$ cat src/rtl/divisor_multicanal.sv
// N-channel programmable tick/clock divider with shadowed divisors, pulse or
// square output per channel, per-channel enable and a shared count enable.
module divisor_multicanal #(
  parameter int N_CH        = 4,
  parameter int DIV_WIDTH   = 26,
  parameter int DEFAULT_DIV = 49999999,
  localparam int AW         = (N_CH > 1) ? $clog2(N_CH) : 1
) (
  input  logic                 iClk,
  input  logic                 iReset_n,
  input  logic                 iCe,
  input  logic [N_CH-1:0]      iEn,
  input  logic                 iWr,
  input  logic [AW-1:0]        iWrAddr,
  input  logic [DIV_WIDTH-1:0] iWrDiv,
  input  logic                 iWrMode,
  output logic [N_CH-1:0]      oTick,
  output logic [N_CH-1:0]      oClk,
  output logic                 oWrErr
);

  typedef logic [DIV_WIDTH-1:0] div_t;
  localparam div_t RST_DIV = div_t'(DEFAULT_DIV);

  div_t            cnt_q     [N_CH];
  div_t            cnt_d     [N_CH];
  div_t            act_div_q [N_CH];
  div_t            act_div_d [N_CH];
  div_t            sh_div_q  [N_CH];
  div_t            sh_div_d  [N_CH];
  logic [N_CH-1:0] act_mode_q, act_mode_d;
  logic [N_CH-1:0] sh_mode_q, sh_mode_d;
  logic [N_CH-1:0] tick_q, tick_d;
  logic [N_CH-1:0] clk_q, clk_d;
  logic            wrerr_q, wrerr_d;

  always_comb begin
    wrerr_d = iWr && ({1'b0, iWrAddr} >= (AW+1)'(N_CH));
    for (int unsigned c = 0; c < N_CH; c++) begin
      cnt_d[c]      = cnt_q[c];
      act_div_d[c]  = act_div_q[c];
      act_mode_d[c] = act_mode_q[c];
      sh_div_d[c]   = sh_div_q[c];
      sh_mode_d[c]  = sh_mode_q[c];
      tick_d[c]     = 1'b0;
      // Between wraps a square output holds its level; a pulse output drops.
      clk_d[c]      = act_mode_q[c] ? clk_q[c] : 1'b0;

      if (!iEn[c]) begin
        cnt_d[c]      = '0;
        clk_d[c]      = 1'b0;
        act_div_d[c]  = sh_div_q[c];
        act_mode_d[c] = sh_mode_q[c];
      end else if (iCe) begin
        if (cnt_q[c] == act_div_q[c]) begin
          cnt_d[c]      = '0;
          tick_d[c]     = 1'b1;
          // Level for this wrap follows the mode of the period just ending,
          // so a mode change never shortens a half-period.
          clk_d[c]      = act_mode_q[c] ? ~clk_q[c] : 1'b1;
          act_div_d[c]  = sh_div_q[c];
          act_mode_d[c] = sh_mode_q[c];
        end else begin
          cnt_d[c] = cnt_q[c] + 1'b1;
        end
      end

      if (iWr && (iWrAddr == AW'(c))) begin
        sh_div_d[c]  = iWrDiv;
        sh_mode_d[c] = iWrMode;
      end
    end
  end

  always_ff @(posedge iClk or negedge iReset_n) begin
    if (!iReset_n) begin
      for (int unsigned c = 0; c < N_CH; c++) begin
        cnt_q[c]     <= '0;
        act_div_q[c] <= RST_DIV;
        sh_div_q[c]  <= RST_DIV;
      end
      act_mode_q <= '0;
      sh_mode_q  <= '0;
      tick_q     <= '0;
      clk_q      <= '0;
      wrerr_q    <= 1'b0;
    end else begin
      for (int unsigned c = 0; c < N_CH; c++) begin
        cnt_q[c]     <= cnt_d[c];
        act_div_q[c] <= act_div_d[c];
        sh_div_q[c]  <= sh_div_d[c];
      end
      act_mode_q <= act_mode_d;
      sh_mode_q  <= sh_mode_d;
      tick_q     <= tick_d;
      clk_q      <= clk_d;
      wrerr_q    <= wrerr_d;
    end
  end

  assign oTick  = tick_q;
  assign oClk   = clk_q;
  assign oWrErr = wrerr_q;

endmodule

$ cat config.mk
export PLATFORM = sky130hd
export DESIGN_NAME = divisor_multicanal
export DESIGN_NICKNAME = d
export VERILOG_FILES = /design/src/rtl/divisor_multicanal.sv
export SDC_FILE = /design/constraint.sdc
export NUM_CORES = 1
export LEC_CHECK = 0
export CAP_MARGIN = 25
export CORE_MARGIN = 1.5
export CORE_UTILIZATION = 56
export DETAILED_ROUTE_END_ITERATION = 12
export PLACE_DENSITY = 0.81
export SKIP_LAST_GASP = 1
export SLEW_MARGIN = 20
export SYNTH_ARGS = -nofsm -noshare
export SYNTH_HDL_FRONTEND = slang
export SYNTH_SLANG_ARGS = --single-unit
export TNS_END_PERCENT = 20
$ cat constraint.sdc
create_clock -name iClk -period 2.1 [get_ports iClk]
set_clock_uncertainty 0.05 [all_clocks]
set_input_delay 0.42 -clock iClk [delete_from_list [all_inputs] [get_ports iClk]]
set_output_delay 0.42 -clock iClk [all_outputs]
set_load 0.005 [all_outputs]
==> summary.md, run 1 <==
| Metric | Value |
|---|---|
| Ratio of cells with drive above 1 in the final layout | `42.3%` |
| Worst-case setup margin in the final layout | `-0.167 ns` |
| Number of enable-type register cells in the synthesized netlist | `0` |
| Vias after detailed routing | `10300` |
| Total Routed Length | `38100 um` |
| Area of the mapped netlist | `0.0152 sq mm` |
| Share of flip-flops with an asynchronous set or reset after synthesis | `100%` |
| Remaining number of nets flagged by the antenna check after routing | `0` |
| Area overhead of the layout relative to synthesis | `23.4%` |
| Die footprint | `0.0282 sq mm` |
| Violated checks | `negative setup slack` |
| Total of warnings raised by yosys | `0` |
| Headroom to the max-slew limit | `around 67%` |
| Minimum period implied by the final worst setup slack | `2.27 ns` |
| Hold Crit Class | `in -> async` |
| Fin. Hold Viols | `0` |
| Number of buffers created by CTS | `35` |
| Maximum number of pins on one net before global-route repair | `62` |
| Initial antenna violation count | `1` |
| Length of the first detailed-routing pass in iterations | `5` |
| Fill cell total of the finished layout | `1684` |
| Initial cell density of the core | `56.7%` |
| Iteration-0 DRC count of the detailed router | `623` |
| Upper clock frequency limit | `441 MHz` |
| Clock latency of the later-clocked register in the worst-skew pair | `0.52 ns` |
| Top flip-flop cell by instance count after synthesis | `dfrtp_1` |
| Die span in x | `approximately 170 um` |
| Global-route wire length before repair | `between 50000 and 60000 um` |
| Critical path capture point type | `flop` |
| Start point of the critical path | `act_div_q[75]` |
| Number of synthesized register bits | `approximately 330` |
| Cell leakage power | `0.00786 uW` |
| Input/output buffers | `44` |
| Height of the die | `168 um` |
| Run status | `finished with violations` |
| Detailed-placement wirelength estimate | `23500 um` |
| Core Footprint | `0.0268 sq mm` |
| Fin. max-slew vios | `0` |
| All-Layer GR Usage | `27.1%` |
| Kind of start point of the critical path | `flop` |
| Number of top-level pins | `46` |
| Worst Path Class, Setup | `reg -> reg` |
| Drt via density | `5.81` |
| Clock tree from TritonCTS | `built` |
| Synth Net Count | `approximately 1300` |
| Origin of the critical flop-to-flop path | `act_div_q[75]` |
| Worst setup endpoint | `act_div_q[76]` |
| Peak fanout along the critical path | `8` |
| RSZ-0062 raised after global routing | `yes` |
| Count of unique library cells instantiated by Yosys | `55` |
| Final setup violating endpoints | `approximately 170` |
| Part of the Yosys area used for sequential elements | `55.2%` |
| Mapped Cells | `1210` |
| Net total in the final layout | `roughly 1400` |
| Max capacitance violation total | `0` |
| DP Worst Slack | `-0.353 ns` |
| Clock input transition at the sequential cells of the worst setup and hold paths | `0.06 ns` |
| Ratio of final minimum period to clock period | `108%` |
| Diode count | `0` |
| Data arrival, critical path | `2.62 ns` |
| Overall power consumption | `16900 uW` |
| Clock sink total | `~330` |
| Worst flop-to-flop path endpoint | `act_div_q[76]` |
| Worst Path Required | `2.45 ns` |
| Peak ir drop on the vdd network | `about 0.0007 V` |
| Total DRC errors in the routed layout | `0` |
| Slack of the worst reg-to-reg path | `-0.17 ns` |
| Total grt overflow | `0` |
| Number of global-route vias before repair | `10600` |
| Depth of the worst register-to-register path | `8` |
| Placement Rows | `60` |
| Clock root buffer | `clkbuf_16` |
| P per Cell Area | `about 900 mW/mm^2` |
| Maximum buffer depth of the clock tree | `3` |
| Largest area contributor in the synthesized netlist | `dfrtp_1` |
| Most used standard cell by instance count after synthesis | `dfrtp_1` |
| List of most frequent post-synthesis cells | `dfrtp_1, mux2_2, dfstp_2` |
| Average routed wire per standard cell | `21.5 um` |
| Largest cells by area after synthesis | `dfrtp_1, dfstp_2, mux2_2` |
| H-tree lvl count | `2` |
| Gpl congestion | `0.894` |
| Avg Inst Size Synth | `roughly 13 sq um` |
| Slew at the pin closest to its max-slew limit | `0.491 ns` |
| Fraction of synthesized cell area taken by the top area cell type | `30.3%` |
placed cells by master (no fill, tap or decap), types with 3 or more instances in the layout:
cell type          n
mux2_1             5
mux2_2           149
o21ai_0            4
nor3_2             3
nor4_4             4
clkinv_2           3
nor2b_1            5
nor3_1            18
dfstp_2          144
mux2_4            62
clkbuf_16         42
a31oi_1            6
nand2b_1           5
nand3b_1           3
nor4_2             3
clkbuf_8          10
and3_1            14
inv_1             13
nand3_1           47
buf_4            135
nor2_1           122
a21oi_1            7
clkdlybuf4s50_1   43
and4_1             7
and2_1             3
xnor2_1          129
o31ai_1            3
buf_16             3
xnor2_2            9
clkbuf_1          12
xor2_1            56
nand4_1           61
nand2_1           56
buf_12            16
ha_1               4
nor2_4             6
nor4_1             3
dfrtp_1          184
registers in the layout (all words and copies together) (netlist names):
register    cells
sh_div_q      104
cnt_q         104
act_div_q     104
act_mode_q      4
oTick           4
sh_mode_q       4
oClk            4
worst min-delay path by stage:
stage	startpoint	slack, ns	depth (start not counted)	endpoint
finish	iReset_n	0.38	2	cnt_q[45]
global route	iReset_n	0.40	2	cnt_q[45]
CTS	iReset_n	0.39	2	cnt_q[47]
detailed placement	iReset_n	0.32	1	cnt_q[47]
global placement	iReset_n	0.31	1	cnt_q[46]
floorplan	iReset_n	0.07	0	act_div_q[102]
where the power goes:
| group | switching, uW | internal (uW) | leakage, uW |
|---|---|---|---|
| sequential | 655 | 7680 | 0.00393 |
| clock | 2480 | 3590 | 0.000554 |
| combinational | 1010 | 1480 | 0.00338 |
timing repair:
action                                  4_1_cts  5_1_grt
pin swaps                                     8       21
buffers inserted                              3        4
gates cloned                                  4        5
endpoints found under the setup margin      183      193
hold buffers                                  1        0
hold endpoints to repair                     23        0
resized for setup                            33       49
cell type report:
cell class / instances / area, sq um / area share (%)
clock buffers: 59 / 1110 / 5.91
multi-input cells: 820 / 6760 / 36.0
well taps: 341 / 427 / 2.27
clock inverters: 4 / 22.5 / 0.120
repair buffers: 205 / 2010 / 10.7
inverters: 13 / 48.8 / 0.260
flip-flops and latches: 328 / 8390 / 44.7
per-stage QoR:
stage / util [%] / setup TNS [ns] / hold WS [ns] / cells / cell area (sq um)
2_1_floorplan: - / 0 / 0.0744 / 1210 / 15200
3_3_place_gp: 63.4 / -20.59 / 0.313 / 1691 / 17000
3_5_place_dp: 63.4 / -24.82 / 0.319 / 1691 / 17000
4_1_cts: 68.7 / -13.53 / 0.385 / 1762 / 18400
5_1_grt: 70.0 / -26.72 / 0.401 / 1770 / 18800
6_report: 70.0 / -13.06 / 0.376 / 1770 / 18800
worst max-delay path, stage by stage, from the launching register on:
cell and delay (ns):
dfstp_2 0.56, xnor2_2 0.11, nand4_1 0.14, nor4_2 0.34
buf_4 0.21, nand3_4 0.10, nand2_8 0.17, buf_12 0.16
mux2_4 0.31
kinds of logic after synthesis:
logic type / Yosys count / synth area share (%)
AOI/OAI and AO/OA: 30 / 1.33
xor gates and xnor gates: 194 / 11.2
adders and majority gates: 4 / 0.329
buffers and inverters: 62 / 2.66
DFF: 328 / 55.2
muxes: 216 / 16.6
other: 1 / 0.0247
and+or+nand+nor: 375 / 12.7
per-layer routing:
| metal | track usage [%] | part of all wire [%] | vias up |
|---|---|---|---|
| met5 | 0 | 0.031 | - |
| met4 | 7.56 | 3.1 | 2 |
| met1 | 36.9 | 42 | 5259 |
| met2 | 45.1 | 48 | 355 |
| met3 | 4.61 | 6.3 | 88 |
| li1 | - | - | 4575 |
(Power assumes the default switching activity.)
==> inputs of run 2 (changes only) <==
--- a/constraint.sdc
+++ b/constraint.sdc
@@ -4,2 +4,2 @@
 set_output_delay 0.42 -clock iClk [all_outputs]
-set_load 0.005 [all_outputs]
+set_load 0.02 [all_outputs]
==> results of run 2 <==
Same layout as run 1 (identical final DEF). Status: finished with violations: negative setup slack.
==> inputs of run 3 (changes only) <==
GPL_ROUTABILITY_DRIVEN = 0   (was default)
==> run 3 against run 2 <==
Compared with the run above: the flow still finishes with violations (negative setup slack); register-to-register slack barely moved; first-iteration DRC count rose by 25%; worst setup slack got worse by 0.011 ns; core utilization rose by 1.3 points; critical endpoint is now act_div_q[12]; largest cell class unchanged; total power rose by 2.5%; cell area rose by 1.9%; sequential power barely moved; sequential share of layout area fell by 0.81 points; wire length rose by 1.1%; die area did not move; global-route usage rose by 0.53 points; worst hold slack improved by 0.031 ns.
==> summary.md, run 3 (same netlist as run 1, synthesis figures left out) <==
| Metric | Value |
|---|---|
| Input/output buffers | `44` |
| Initial antenna violation count | `1` |
| Kind of start point of the critical path | `flop` |
| Net total in the final layout | `roughly 1500` |
| Die footprint | `around 0.028 sq mm` |
| Total grt overflow | `0` |
| Peak fanout along the critical path | `13` |
| Cell leakage power | `between 0.008 and 0.009 uW` |
| Remaining number of nets flagged by the antenna check after routing | `0` |
| Placement Rows | `60` |
| Area overhead of the layout relative to synthesis | `25.7%` |
| Max capacitance violation total | `0` |
| Ratio of final minimum period to clock period | `108%` |
| Global-route wire length before repair | `about 60000 um` |
| Peak ir drop on the vdd network | `0.000726 V` |
| Clock latency of the later-clocked register in the worst-skew pair | `0.52 ns` |
| Height of the die | `168 um` |
| RSZ-0062 raised after global routing | `yes` |
| Violated checks | `negative setup slack` |
| Critical path capture point type | `flop` |
| Length of the first detailed-routing pass in iterations | `5` |
| Die span in x | `168 um` |
| All-Layer GR Usage | `roughly 28%` |
| Clock root buffer | `clkbuf_16` |
| Met1 layer usage reported by global route | `37.6%` |
| Vias after detailed routing | `10400` |
| Clock input transition at the sequential cells of the worst setup and hold paths | `0.07 ns` |
| Most heavily used metal layer in global routing | `met2` |
| Number of top-level pins | `46` |
| Run status | `finished with violations` |
| Minimum period implied by the final worst setup slack | `2.28 ns` |
| Detailed-placement wirelength estimate | `23600 um` |
| Upper clock frequency limit | `about 440 MHz` |
| Worst Path Required | `roughly 2.5 ns` |
| Clock sink total | `328` |
| Slew at the pin closest to its max-slew limit | `0.597 ns` |
| Utilization of the core after routing | `71.3%` |
| Worst-case setup margin in the final layout | `-0.178 ns` |
| Commonest non-fill, non-tap cell in the layout | `dfrtp_1` |
| Number of global-route vias before repair | `about 11000` |
| Core Footprint | `0.0268 sq mm` |
| Worst Path Class, Setup | `reg -> reg` |
| Iteration-0 DRC count of the detailed router | `between 700 and 800` |
| Top library cells by usage in the layout, fill and taps aside | `dfrtp_1, mux2_2, dfstp_2, buf_4, xnor2_1` |
| Biggest registers after layout | `act_div_q: 104 flops, cnt_q: 104 flops, sh_div_q: 104 flops` |
| Ratio of cells with drive above 1 in the final layout | `between 40% and 50%` |
| Headroom to the max-slew limit | `60.2%` |
| Drt via density | `5.83` |
| Clock tree from TritonCTS | `built` |
| Data arrival, critical path | `2.67 ns` |
| Maximum number of pins on one net before global-route repair | `63` |
| Total Routed Length | `38600 um` |
| Fin. max-slew vios | `0` |
| Hold Crit Class | `in -> async` |
| Final setup violating endpoints | `about 160` |
| H-tree lvl count | `2` |
| Initial cell density of the core | `56.7%` |
| Global routing met3 resource utilization | `3.69%` |
| Number of buffers created by CTS | `35` |
| P per Cell Area | `905 mW/mm^2` |
| Fin. Hold Viols | `0` |
| Global-route met2 utilization | `44.8%` |
| Total DRC errors in the routed layout | `0` |
| Maximum buffer depth of the clock tree | `3` |
| Overall power consumption | `17300 uW` |
| Average routed wire per standard cell | `21.5 um` |
## run 3: worst max-delay path, cell delays in order, from the launching register on
cell	delay (ns)
dfstp_2	0.55
xnor2_1	0.12
nand4_1	0.23
nor4_4	0.38
nand3_2	0.17
nand2_4	0.17
clkbuf_16	0.19
mux2_1	0.34
## run 3: final timing paths
| path | start | endpoint | slack (ns) | cells past startpoint |
|---|---|---|---|---|
| max in group asynchronous | iReset_n | act_div_q[91] | 0.81 | 3 |
| min reg2reg | sh_div_q[89] | act_div_q[89] | 0.45 | 1 |
| min | iReset_n | cnt_q[44] | 0.41 | 2 |
| max reg2reg | act_div_q[15] | act_div_q[12] | -0.18 | 7 |
| max | act_div_q[15] | act_div_q[12] | -0.18 | 7 |
| min in group iClk | sh_div_q[89] | act_div_q[89] | 0.45 | 1 |
## run 3: timing repair
item	in CTS	in global routing
endpoints found under the setup margin	174	187
hold endpoints to repair	26	0
buffers inserted	11	8
hold buffers	1	0
pin swaps	11	27
gates resized for setup	54	50
gates cloned	3	5
## run 3: metrics by stage
step | instances | setup TNS, ns | hold slack [ns] | setup slack, ns | cell area (sq um)
finish | 1791 | -11.32 | 0.407 | -0.178 | 19100
detailed placement | 1700 | -34.57 | 0.381 | -0.310 | 17100
global route | 1790 | -22.44 | 0.462 | -0.216 | 19100
CTS | 1778 | -7.84 | 0.431 | -0.117 | 18700
global placement | 1700 | -23.90 | 0.374 | -0.282 | 17100
floorplan | 1210 | 0 | 0.0744 | 0.0192 | 15200
## run 3: cell type report
class | instances | area, sq um
antenna | 1 | 2.50
clock buffer | 51 | 1040
clock inverter | 12 | 143
fill | 1662 | 7680
inverter | 13 | 48.8
multi-input combinational | 820 | 6820
sequential | 328 | 8390
tap | 341 | 427
timing repair buffer | 225 | 2250
## run 3: layer usage
layer  routed length, um  up-vias
met3                2020      102
met1               16300     5353
met2               18700      363
met5                   0        -
li1                    -     4620
met4                1590        0
## run 3: power breakdown
| part | total, uW | leakage (uW) | switching (uW) | internal [uW] |
|---|---|---|---|---|
| clock | 6380 | 0.000584 | 2560 | 3820 |
| combinational | 2570 | 0.00354 | 1040 | 1540 |
| sequential | 8360 | 0.00393 | 680 | 7680 |
